File: config.mk
export PLATFORM = sky130hd
export DESIGN_NAME = fetch_unit_flat
export DESIGN_NICKNAME = d
export VERILOG_FILES = /design/src/rtl/fetch_unit_if.sv /design/src/rtl/fetch_unit.sv /design/src/flat_wrapper.sv
export SDC_FILE = /design/constraint.sdc
export NUM_CORES = 1
export LEC_CHECK = 0
export CELL_PAD_IN_SITES_DETAIL_PLACEMENT = 1
export CELL_PAD_IN_SITES_GLOBAL_PLACEMENT = 1
export CORE_MARGIN = 8
export CORE_UTILIZATION = 35
export DETAILED_ROUTE_END_ITERATION = 12
export PLACE_DENSITY = 0.92
export REMOVE_ABC_BUFFERS = 1
export SETUP_SLACK_MARGIN = 0.4
export SLEW_MARGIN = 20
export SYNTH_ARGS = -nofsm -noshare
export SYNTH_HDL_FRONTEND = slang
export SYNTH_SLANG_ARGS = --single-unit
File: constraint.sdc
create_clock -name clk -period 11.29 [get_ports clk]
set_input_delay 1.6935 -clock clk [delete_from_list [all_inputs] [get_ports clk]]
set_output_delay 1.6935 -clock clk [all_outputs]
set_load 0.05 [all_outputs]
File: src/rtl/fetch_unit_if.sv
// -----------------------------------------------------------------------------
// fetch_unit_if
//   Bundles the two handshakes around the fetch stage:
//     - instruction-memory read port (req/gnt, then rvalid/rdata)
//     - decode port (valid/ready, with the branch redirect that decode
//       resolves in the handshake cycle)
//
//   Signals
//     imem_req      fetch -> mem     read request
//     imem_addr     fetch -> mem     request address
//     imem_gnt      mem   -> fetch   request accepted
//     imem_rvalid   mem   -> fetch   read data valid
//     imem_rdata    mem   -> fetch   read data
//     instr_valid   fetch -> decode  instruction available
//     instr         fetch -> decode  fetched instruction
//     instr_pc      fetch -> decode  PC of the fetched instruction
//     instr_ready   decode -> fetch  decode accepts instruction
//     branch_taken  decode -> fetch  redirect for the instruction in handshake
//     branch_target decode -> fetch  redirect address
//
//   Modports
//     master : the fetch unit
//     slave  : the memory/decode side (testbench or surrounding pipeline)
// -----------------------------------------------------------------------------
interface fetch_unit_if #(
  parameter int ADDR_W  = 64,
  parameter int INSTR_W = 32
);
  logic               imem_req;
  logic [ADDR_W-1:0]  imem_addr;
  logic               imem_gnt;
  logic               imem_rvalid;
  logic [INSTR_W-1:0] imem_rdata;

  logic               instr_valid;
  logic [INSTR_W-1:0] instr;
  logic [ADDR_W-1:0]  instr_pc;
  logic               instr_ready;
  logic               branch_taken;
  logic [ADDR_W-1:0]  branch_target;

  modport master (
    output imem_req, imem_addr,
    input  imem_gnt, imem_rvalid, imem_rdata,
    output instr_valid, instr, instr_pc,
    input  instr_ready, branch_taken, branch_target
  );

  modport slave (
    input  imem_req, imem_addr,
    output imem_gnt, imem_rvalid, imem_rdata,
    input  instr_valid, instr, instr_pc,
    output instr_ready, branch_taken, branch_target
  );
endinterface

File: src/rtl/fetch_unit.sv
// -----------------------------------------------------------------------------
// fetch_unit
//   Instruction-fetch stage sitting directly upstream of the PC register.
//   Reads the current PC (pc_in_i), fetches one instruction over the
//   req/gnt/rvalid memory handshake, offers it to decode over valid/ready,
//   and on the decode handshake writes the next PC (PC+4 or the resolved
//   branch target) back to the PC register with a single-cycle pulse.
//
//   Ports
//     clk            clock
//     reset          asynchronous, active-high reset
//     pc_in_i        current PC (PC register output)
//     pc_write_o     PC register write enable, one-cycle pulse per retired fetch
//     pc_next_o      next-PC value for the PC register input
//     fetch_count_o  number of completed decode handshakes (wraps)
//     fetch_err_o    misaligned-redirect trap flag
//     fetch_bus      fetch_unit_if.master: memory and decode handshakes
//
//   Configuration
//     FETCH_MISALIGN_TRAP_EN  when defined, a taken redirect whose target is
//                             not 4-byte aligned parks the unit in S_ERR with
//                             fetch_err_o=1 until reset. When undefined,
//                             fetch_err_o is 0 and the target's low two bits
//                             are cleared.
//
//   Cycle budget: at least four cycles per instruction -- a settle cycle in
//   S_REQ while the PC register absorbs the pc_write pulse, the request
//   cycle, the wait for rvalid, and the decode hold.
// -----------------------------------------------------------------------------
module fetch_unit #(
  parameter int ADDR_W  = 64,
  parameter int INSTR_W = 32,
  parameter int CNT_W   = 32
) (
  input  logic              clk,
  input  logic              reset,
  input  logic [ADDR_W-1:0] pc_in_i,
  output logic              pc_write_o,
  output logic [ADDR_W-1:0] pc_next_o,
  output logic [CNT_W-1:0]  fetch_count_o,
  output logic              fetch_err_o,
  fetch_unit_if.master      fetch_bus
);

  typedef enum logic [2:0] {
    S_IDLE,
    S_REQ,
    S_WAIT,
    S_HOLD
`ifdef FETCH_MISALIGN_TRAP_EN
    , S_ERR
`endif
  } state_e;

  state_e             state_q;
  logic               pc_write_q;
  logic [ADDR_W-1:0]  pc_next_q;
  logic [ADDR_W-1:0]  req_addr_q;
  logic               instr_valid_q;
  logic [INSTR_W-1:0] instr_q;
  logic [ADDR_W-1:0]  instr_pc_q;
  logic [CNT_W-1:0]   fetch_count_q;

  logic               req_d;
  logic [ADDR_W-1:0]  seq_pc_d;
  logic [ADDR_W-1:0]  target_d;
  logic [ADDR_W-1:0]  next_pc_d;
  logic               misalign_d;

  // The first S_REQ cycle after a handshake coincides with the pc_write
  // pulse; pc_in_i still shows the old PC then, so the request is held off
  // until the PC register has taken the new value.
  assign req_d = (state_q == S_REQ) && !pc_write_q;

  // Sequential PC wraps naturally at 2^ADDR_W.
  assign seq_pc_d = instr_pc_q + ADDR_W'(4);

`ifdef FETCH_MISALIGN_TRAP_EN
  assign target_d   = fetch_bus.branch_target;
  assign misalign_d = fetch_bus.branch_taken &&
                      (fetch_bus.branch_target[1:0] != 2'b00);
  reg err_q;
  assign fetch_err_o = err_q;
`else
  // Without the trap a misaligned redirect is silently realigned.
  assign target_d    = fetch_bus.branch_target & ~ADDR_W'(3);
  assign misalign_d  = 1'b0;
  assign fetch_err_o = 1'b0;
`endif

  assign next_pc_d = fetch_bus.branch_taken ? target_d : seq_pc_d;

  assign fetch_bus.imem_req    = req_d;
  assign fetch_bus.imem_addr   = pc_in_i;
  assign fetch_bus.instr_valid = instr_valid_q;
  assign fetch_bus.instr       = instr_q;
  assign fetch_bus.instr_pc    = instr_pc_q;

  assign pc_write_o    = pc_write_q;
  assign pc_next_o     = pc_next_q;
  assign fetch_count_o = fetch_count_q;

  // NOTE: all state lives in one clocked block written with non-blocking
  // assignments, so every branch reads the pre-edge values and the order of
  // statements inside the block does not change the result.
  always_ff @(posedge clk or posedge reset) begin
    if (reset) begin
      // NOTE: the data/address registers are reset as well, not just the
      // control bits, so decode never sees stale contents after reset.
      state_q       <= S_IDLE;
      pc_write_q    <= 1'b0;
      pc_next_q     <= '0;
      req_addr_q    <= '0;
      instr_valid_q <= 1'b0;
      instr_q       <= '0;
      instr_pc_q    <= '0;
      fetch_count_q <= '0;
`ifdef FETCH_MISALIGN_TRAP_EN
      err_q         <= 1'b0;
`endif
    end else begin
      // NOTE: default-low here makes pc_write a single-cycle pulse; only the
      // handshake branch below raises it.
      pc_write_q <= 1'b0;

      case (state_q)
        S_IDLE: begin
          state_q <= S_REQ;
        end

        S_REQ: begin
          // The address is captured at grant so instr_pc reports the address
          // actually requested, independent of later pc_in_i activity.
          if (req_d && fetch_bus.imem_gnt) begin
            req_addr_q <= pc_in_i;
            state_q    <= S_WAIT;
          end
        end

        S_WAIT: begin
          // Reached only on the edge after grant, so an rvalid that arrived
          // together with gnt is never seen here.
          if (fetch_bus.imem_rvalid) begin
            instr_q       <= fetch_bus.imem_rdata;
            instr_pc_q    <= req_addr_q;
            instr_valid_q <= 1'b1;
            state_q       <= S_HOLD;
          end
        end

        S_HOLD: begin
          if (fetch_bus.instr_ready) begin
            instr_valid_q <= 1'b0;
            fetch_count_q <= fetch_count_q + CNT_W'(1);
            if (misalign_d) begin
`ifdef FETCH_MISALIGN_TRAP_EN
              err_q   <= 1'b1;
              state_q <= S_ERR;
`endif
            end else begin
              pc_next_q  <= next_pc_d;
              pc_write_q <= 1'b1;
              state_q    <= S_REQ;
            end
          end
        end

`ifdef FETCH_MISALIGN_TRAP_EN
        S_ERR: begin
          state_q <= S_ERR;
        end
`endif

        default: begin
          state_q <= S_IDLE;
        end
      endcase
    end
  end

endmodule
File: src/flat_wrapper.sv
// flat-port wrapper written by rule: the top's interface ports become plain ports
module fetch_unit_flat 
#(
  parameter int ADDR_W  = 64,
  parameter int INSTR_W = 32,
  parameter int CNT_W   = 32
)
  (clk, reset, pc_in_i, pc_write_o, pc_next_o, fetch_count_o, fetch_err_o, fetch_bus_imem_req, fetch_bus_imem_addr, fetch_bus_imem_gnt, fetch_bus_imem_rvalid, fetch_bus_imem_rdata, fetch_bus_instr_valid, fetch_bus_instr, fetch_bus_instr_pc, fetch_bus_instr_ready, fetch_bus_branch_taken, fetch_bus_branch_target);
  fetch_unit_if #(.ADDR_W(ADDR_W), .INSTR_W(INSTR_W)) fetch_bus_i ();
  input  logic clk;
  input  logic reset;
  input  logic [ADDR_W-1:0] pc_in_i;
  output logic pc_write_o;
  output logic [ADDR_W-1:0] pc_next_o;
  output logic [CNT_W-1:0] fetch_count_o;
  output logic fetch_err_o;
  output wire logic [$bits(fetch_bus_i.imem_req)-1:0] fetch_bus_imem_req;
  output wire logic [$bits(fetch_bus_i.imem_addr)-1:0] fetch_bus_imem_addr;
  input wire logic [$bits(fetch_bus_i.imem_gnt)-1:0] fetch_bus_imem_gnt;
  input wire logic [$bits(fetch_bus_i.imem_rvalid)-1:0] fetch_bus_imem_rvalid;
  input wire logic [$bits(fetch_bus_i.imem_rdata)-1:0] fetch_bus_imem_rdata;
  output wire logic [$bits(fetch_bus_i.instr_valid)-1:0] fetch_bus_instr_valid;
  output wire logic [$bits(fetch_bus_i.instr)-1:0] fetch_bus_instr;
  output wire logic [$bits(fetch_bus_i.instr_pc)-1:0] fetch_bus_instr_pc;
  input wire logic [$bits(fetch_bus_i.instr_ready)-1:0] fetch_bus_instr_ready;
  input wire logic [$bits(fetch_bus_i.branch_taken)-1:0] fetch_bus_branch_taken;
  input wire logic [$bits(fetch_bus_i.branch_target)-1:0] fetch_bus_branch_target;
  assign fetch_bus_imem_req = fetch_bus_i.imem_req;
  assign fetch_bus_imem_addr = fetch_bus_i.imem_addr;
  assign fetch_bus_i.imem_gnt = fetch_bus_imem_gnt;
  assign fetch_bus_i.imem_rvalid = fetch_bus_imem_rvalid;
  assign fetch_bus_i.imem_rdata = fetch_bus_imem_rdata;
  assign fetch_bus_instr_valid = fetch_bus_i.instr_valid;
  assign fetch_bus_instr = fetch_bus_i.instr;
  assign fetch_bus_instr_pc = fetch_bus_i.instr_pc;
  assign fetch_bus_i.instr_ready = fetch_bus_instr_ready;
  assign fetch_bus_i.branch_taken = fetch_bus_branch_taken;
  assign fetch_bus_i.branch_target = fetch_bus_branch_target;
  fetch_unit #(.ADDR_W(ADDR_W), .INSTR_W(INSTR_W), .CNT_W(CNT_W)) u_core (.clk(clk), .reset(reset), .pc_in_i(pc_in_i), .pc_write_o(pc_write_o), .pc_next_o(pc_next_o), .fetch_count_o(fetch_count_o), .fetch_err_o(fetch_err_o), .fetch_bus(fetch_bus_i));
endmodule
==> summary.md <==
| Metric | Value |
|---|---|
| Worst clock skew | `33.4 ps` |
| Layout net count | `1565` |
| Die W | `202 um` |
| #FFs+latches synth | `260` |
| Top_reg_cell synth | `dfrtp_1` |
| Final hold viol count | `0` |
| Fmax achieved | `0.208 GHz` |
| Critical path cell sequence | `clkdlybuf4s50_1 > clkdlybuf4s50_1` |
| Share of cells above drive strength 1 | `16.7%` |
| Gate Count Post-Synth | `1047` |
| Initial antenna violation count | `3` |
| Die Ht | `202 um` |
| Die ar. | `40600 um^2` |
| Drt wl/cell | `25.2 um` |
| Synth cell types | `40` |
| RSZ-0062 raised after global routing | `no` |
| DRT Wirelength | `47200 um` |
| EDFF count, synth | `0` |
| Clock Path Buffers | `3` |
| TritonCTS Buffers | `29` |
| Worst skew pair latency | `570 ps` |
| DRC viols | `0` |
| Final worst setup slack | `6480 ps` |
| HP Class | `reg -> reg` |
| Largest family of logic cells by synthesized area | `multiplexers` |
| Synth Area in Adders | `0.519%` |
| Antenna-violating nets left | `0` |
| Final number of setup-violating endpoints | `0` |
| Worst path top cell family by delay | `buffers and inverters` |
| Synth Area in Compound Gates | `5.75%` |
| Final Util | `50.6%` |
| Synth warn | `0` |
| Mean Syn Cell Area | `11.5 um^2` |
| XOR/XNOR Fraction of Synth Area | `6.10%` |
| Kind of critical path | `in -> out` |
| Max_cap viols | `0` |
| CTS H-tree lvls | `1` |
| Netlist Area Pre-Place | `12100 um^2` |
| Gp weighted congestion | `0.788` |
| VDD IR-drop max | `194 uV` |
| Fin area | `17300 um^2` |
| I/O Buffers | `422` |
| Post-CTS sizing | `0` |
| Grt total ovfl | `0` |
| CP peak stage delay | `880 ps` |
| Pin count of the biggest net entering global routing | `125` |
| Violation count after the first detailed-route iteration | `374` |
| Initial DRT Pass Iterations | `4` |
| Setup TNS | `0 ps` |
| Vias per cell | `5.23` |
| Critical Path RT | `9600 ps` |
| Vias in the first global route | `11374` |
| Crit share post-route | `42.6%` |
| Critical-path top delay cell | `clkdlybuf4s50_1` |
| Post-synthesis mux area share | `15.8%` |
| Hold buffers post-CTS | `0` |
| Status | `finished clean` |
| CP endpoint kind | `output port` |
| Starting Density | `35.2%` |
| DP Area | `16300 um^2` |
| Row count | `68` |
| Top cell by count, worst path | `clkdlybuf4s50_1` |
| Post-CTS Setup Bufs | `0` |
| Sequential share of the synthesized area | `54.0%` |
| Static leakage | `7.23 nW` |
| I/O pin count | `426` |
| Crit path time final | `4810 ps` |
| Post-Place Setup Slack | `6340 ps` |
| CTS tree | `built` |
| CP bufs+invs | `2` |
| Area Overhead vs Synth | `43.5%` |
| HPWL after detailed placement | `33600 um` |
| Slew at the pin closest to its max-slew limit | `1090 ps` |
| Final count of pins violating max slew | `0` |
| Core Area | `34200 um^2` |
| Slew Limit Headroom | `27.2%` |
| FFs w/ async S/R, synth | `100%` |
| First-pass GRT wire length | `71700 um` |
| Via Count | `9796` |
| Worst setup SP type | `input pin` |
| Worst EP arrival | `3120 ps` |
| GR Util All Layers | `22.6%` |
| Clk slew on worst S/H paths | `60 ps` |
| Critical-path maximum fanout | `2` |
| Power per Cell Area | `314 nW/um^2` |
| Simple-gate share of the synthesized area | `12.0%` |
| Clock sink count | `260` |
| Root buffer cell | `clkbuf_16` |
==> sequential cells by signal, indices dropped and copies added, names as in the netlist <==
name / cells
u_core.fetch_bus.instr_pc: 64
u_core.pc_next_o: 64
u_core.req_addr_q: 64
u_core.fetch_bus.instr: 32
u_core.fetch_count_o: 32
u_core.state_q: 2
u_core.fetch_bus.instr_valid: 1
u_core.pc_write_o: 1
==> through the flow <==
stage	power (mW)	cells	hold WS, ps
2_1_floorplan	3.29	933	475
3_3_place_gp	4.27	1818	458
3_5_place_dp	4.40	1818	466
4_1_cts	5.48	1871	489
5_1_grt	5.66	1872	510
6_report	5.43	1873	486
==> layout make-up <==
cell class                      count  area, um^2
Clock inverter                     12         170
Sequential cell                   260        6510
Antenna cell                        2        5.00
Multi-Input combinational cell    664        4860
Fill cell                        3600       16900
Inverter                            9        41.3
Clock buffer                       41         871
Timing Repair Buffer              430        4280
Tap cell                          455         569
==> synth_stat cells, types with 2 or more instances <==
cell / count / area, um^2
o21ai_0: 58 / 290
nand3_1: 30 / 150
mux2_2: 160 / 1800
and2_1: 7 / 43.8
nor2_1: 48 / 180
a21oi_1: 49 / 245
nor3_1: 16 / 80.1
buf_1: 8 / 30.0
mux2i_1: 10 / 100
inv_1: 9 / 33.8
clkbuf_1: 37 / 139
nand2_1: 74 / 278
o22ai_1: 19 / 119
and4_1: 8 / 70.1
and3_1: 39 / 244
xor2_1: 30 / 263
buf_2: 4 / 20.0
nor4_2: 2 / 25.0
o21a_1: 4 / 30.0
ha_1: 5 / 62.6
nand2b_1: 2 / 12.5
buf_4: 65 / 488
nand4_1: 30 / 188
dfrtp_1: 260 / 6510
or3_1: 5 / 31.3
xnor2_1: 54 / 473
==> where the power goes <==
group	switching [mW]	internal, mW
combinational	1.69	0.962
clock	0.403	0.626
sequential	0.399	1.34
==> path summary, 6_finish.rpt <==
path,from,endpoint,slack (ps),cells after the start
max,pc_in_i[41],fetch_bus_imem_addr[41],6480,2
min,u_core.pc_next_o[15]$_DFFE_PP0P_,u_core.pc_next_o[15]$_DFFE_PP0P_,490,2
max reg2reg,u_core.state_q[0]$_DFFE_PP0P_,u_core.pc_next_o[16]$_DFFE_PP0P_,7960,6
min reg2reg,u_core.pc_next_o[15]$_DFFE_PP0P_,u_core.pc_next_o[15]$_DFFE_PP0P_,490,2
max in group asynchronous,reset,u_core.req_addr_q[28]$_DFFE_PP0P_,8010,3
min in group asynchronous,reset,u_core.pc_next_o[3]$_DFFE_PP0P_,1750,2
==> placed cells by master, fill, tap and decap left out, types with 8 or more instances in the layout <==
cell type / n
and3_1: 39
dfrtp_1: 260
nor3_1: 16
o21ai_0: 58
clkbuf_8: 10
nand3_1: 30
xor2_1: 30
nand4_1: 30
and4_1: 8
nor2_1: 48
o22ai_1: 19
a21oi_1: 49
xnor2_1: 54
clkdlybuf4s50_1: 421
mux2i_1: 10
mux2_2: 160
nand2_1: 70
clkbuf_16: 29
buf_4: 8
==> layer usage <==
| metal | global-route usage [%] | wire [um] | vias up |
|---|---|---|---|
| met3 | 6.06 | 3280 | 91 |
| met1 | 25.2 | 17800 | 4992 |
| met2 | 41.1 | 24600 | 418 |
| met5 | 0 | 11 | - |
| met4 | 7.72 | 1520 | 2 |
| li1 | - | - | 4293 |
==> kinds of logic after synthesis <==
logic type | count (synthesis)
AOI/OAI and AO/OA | 131
buffers and inverters | 123
xor gates and xnor gates | 84
and+or+nand+nor | 273
DFF | 260
muxes | 170
other | 1
adders and majority gates | 5
Note: power is estimated with default switching activity, not from simulation.
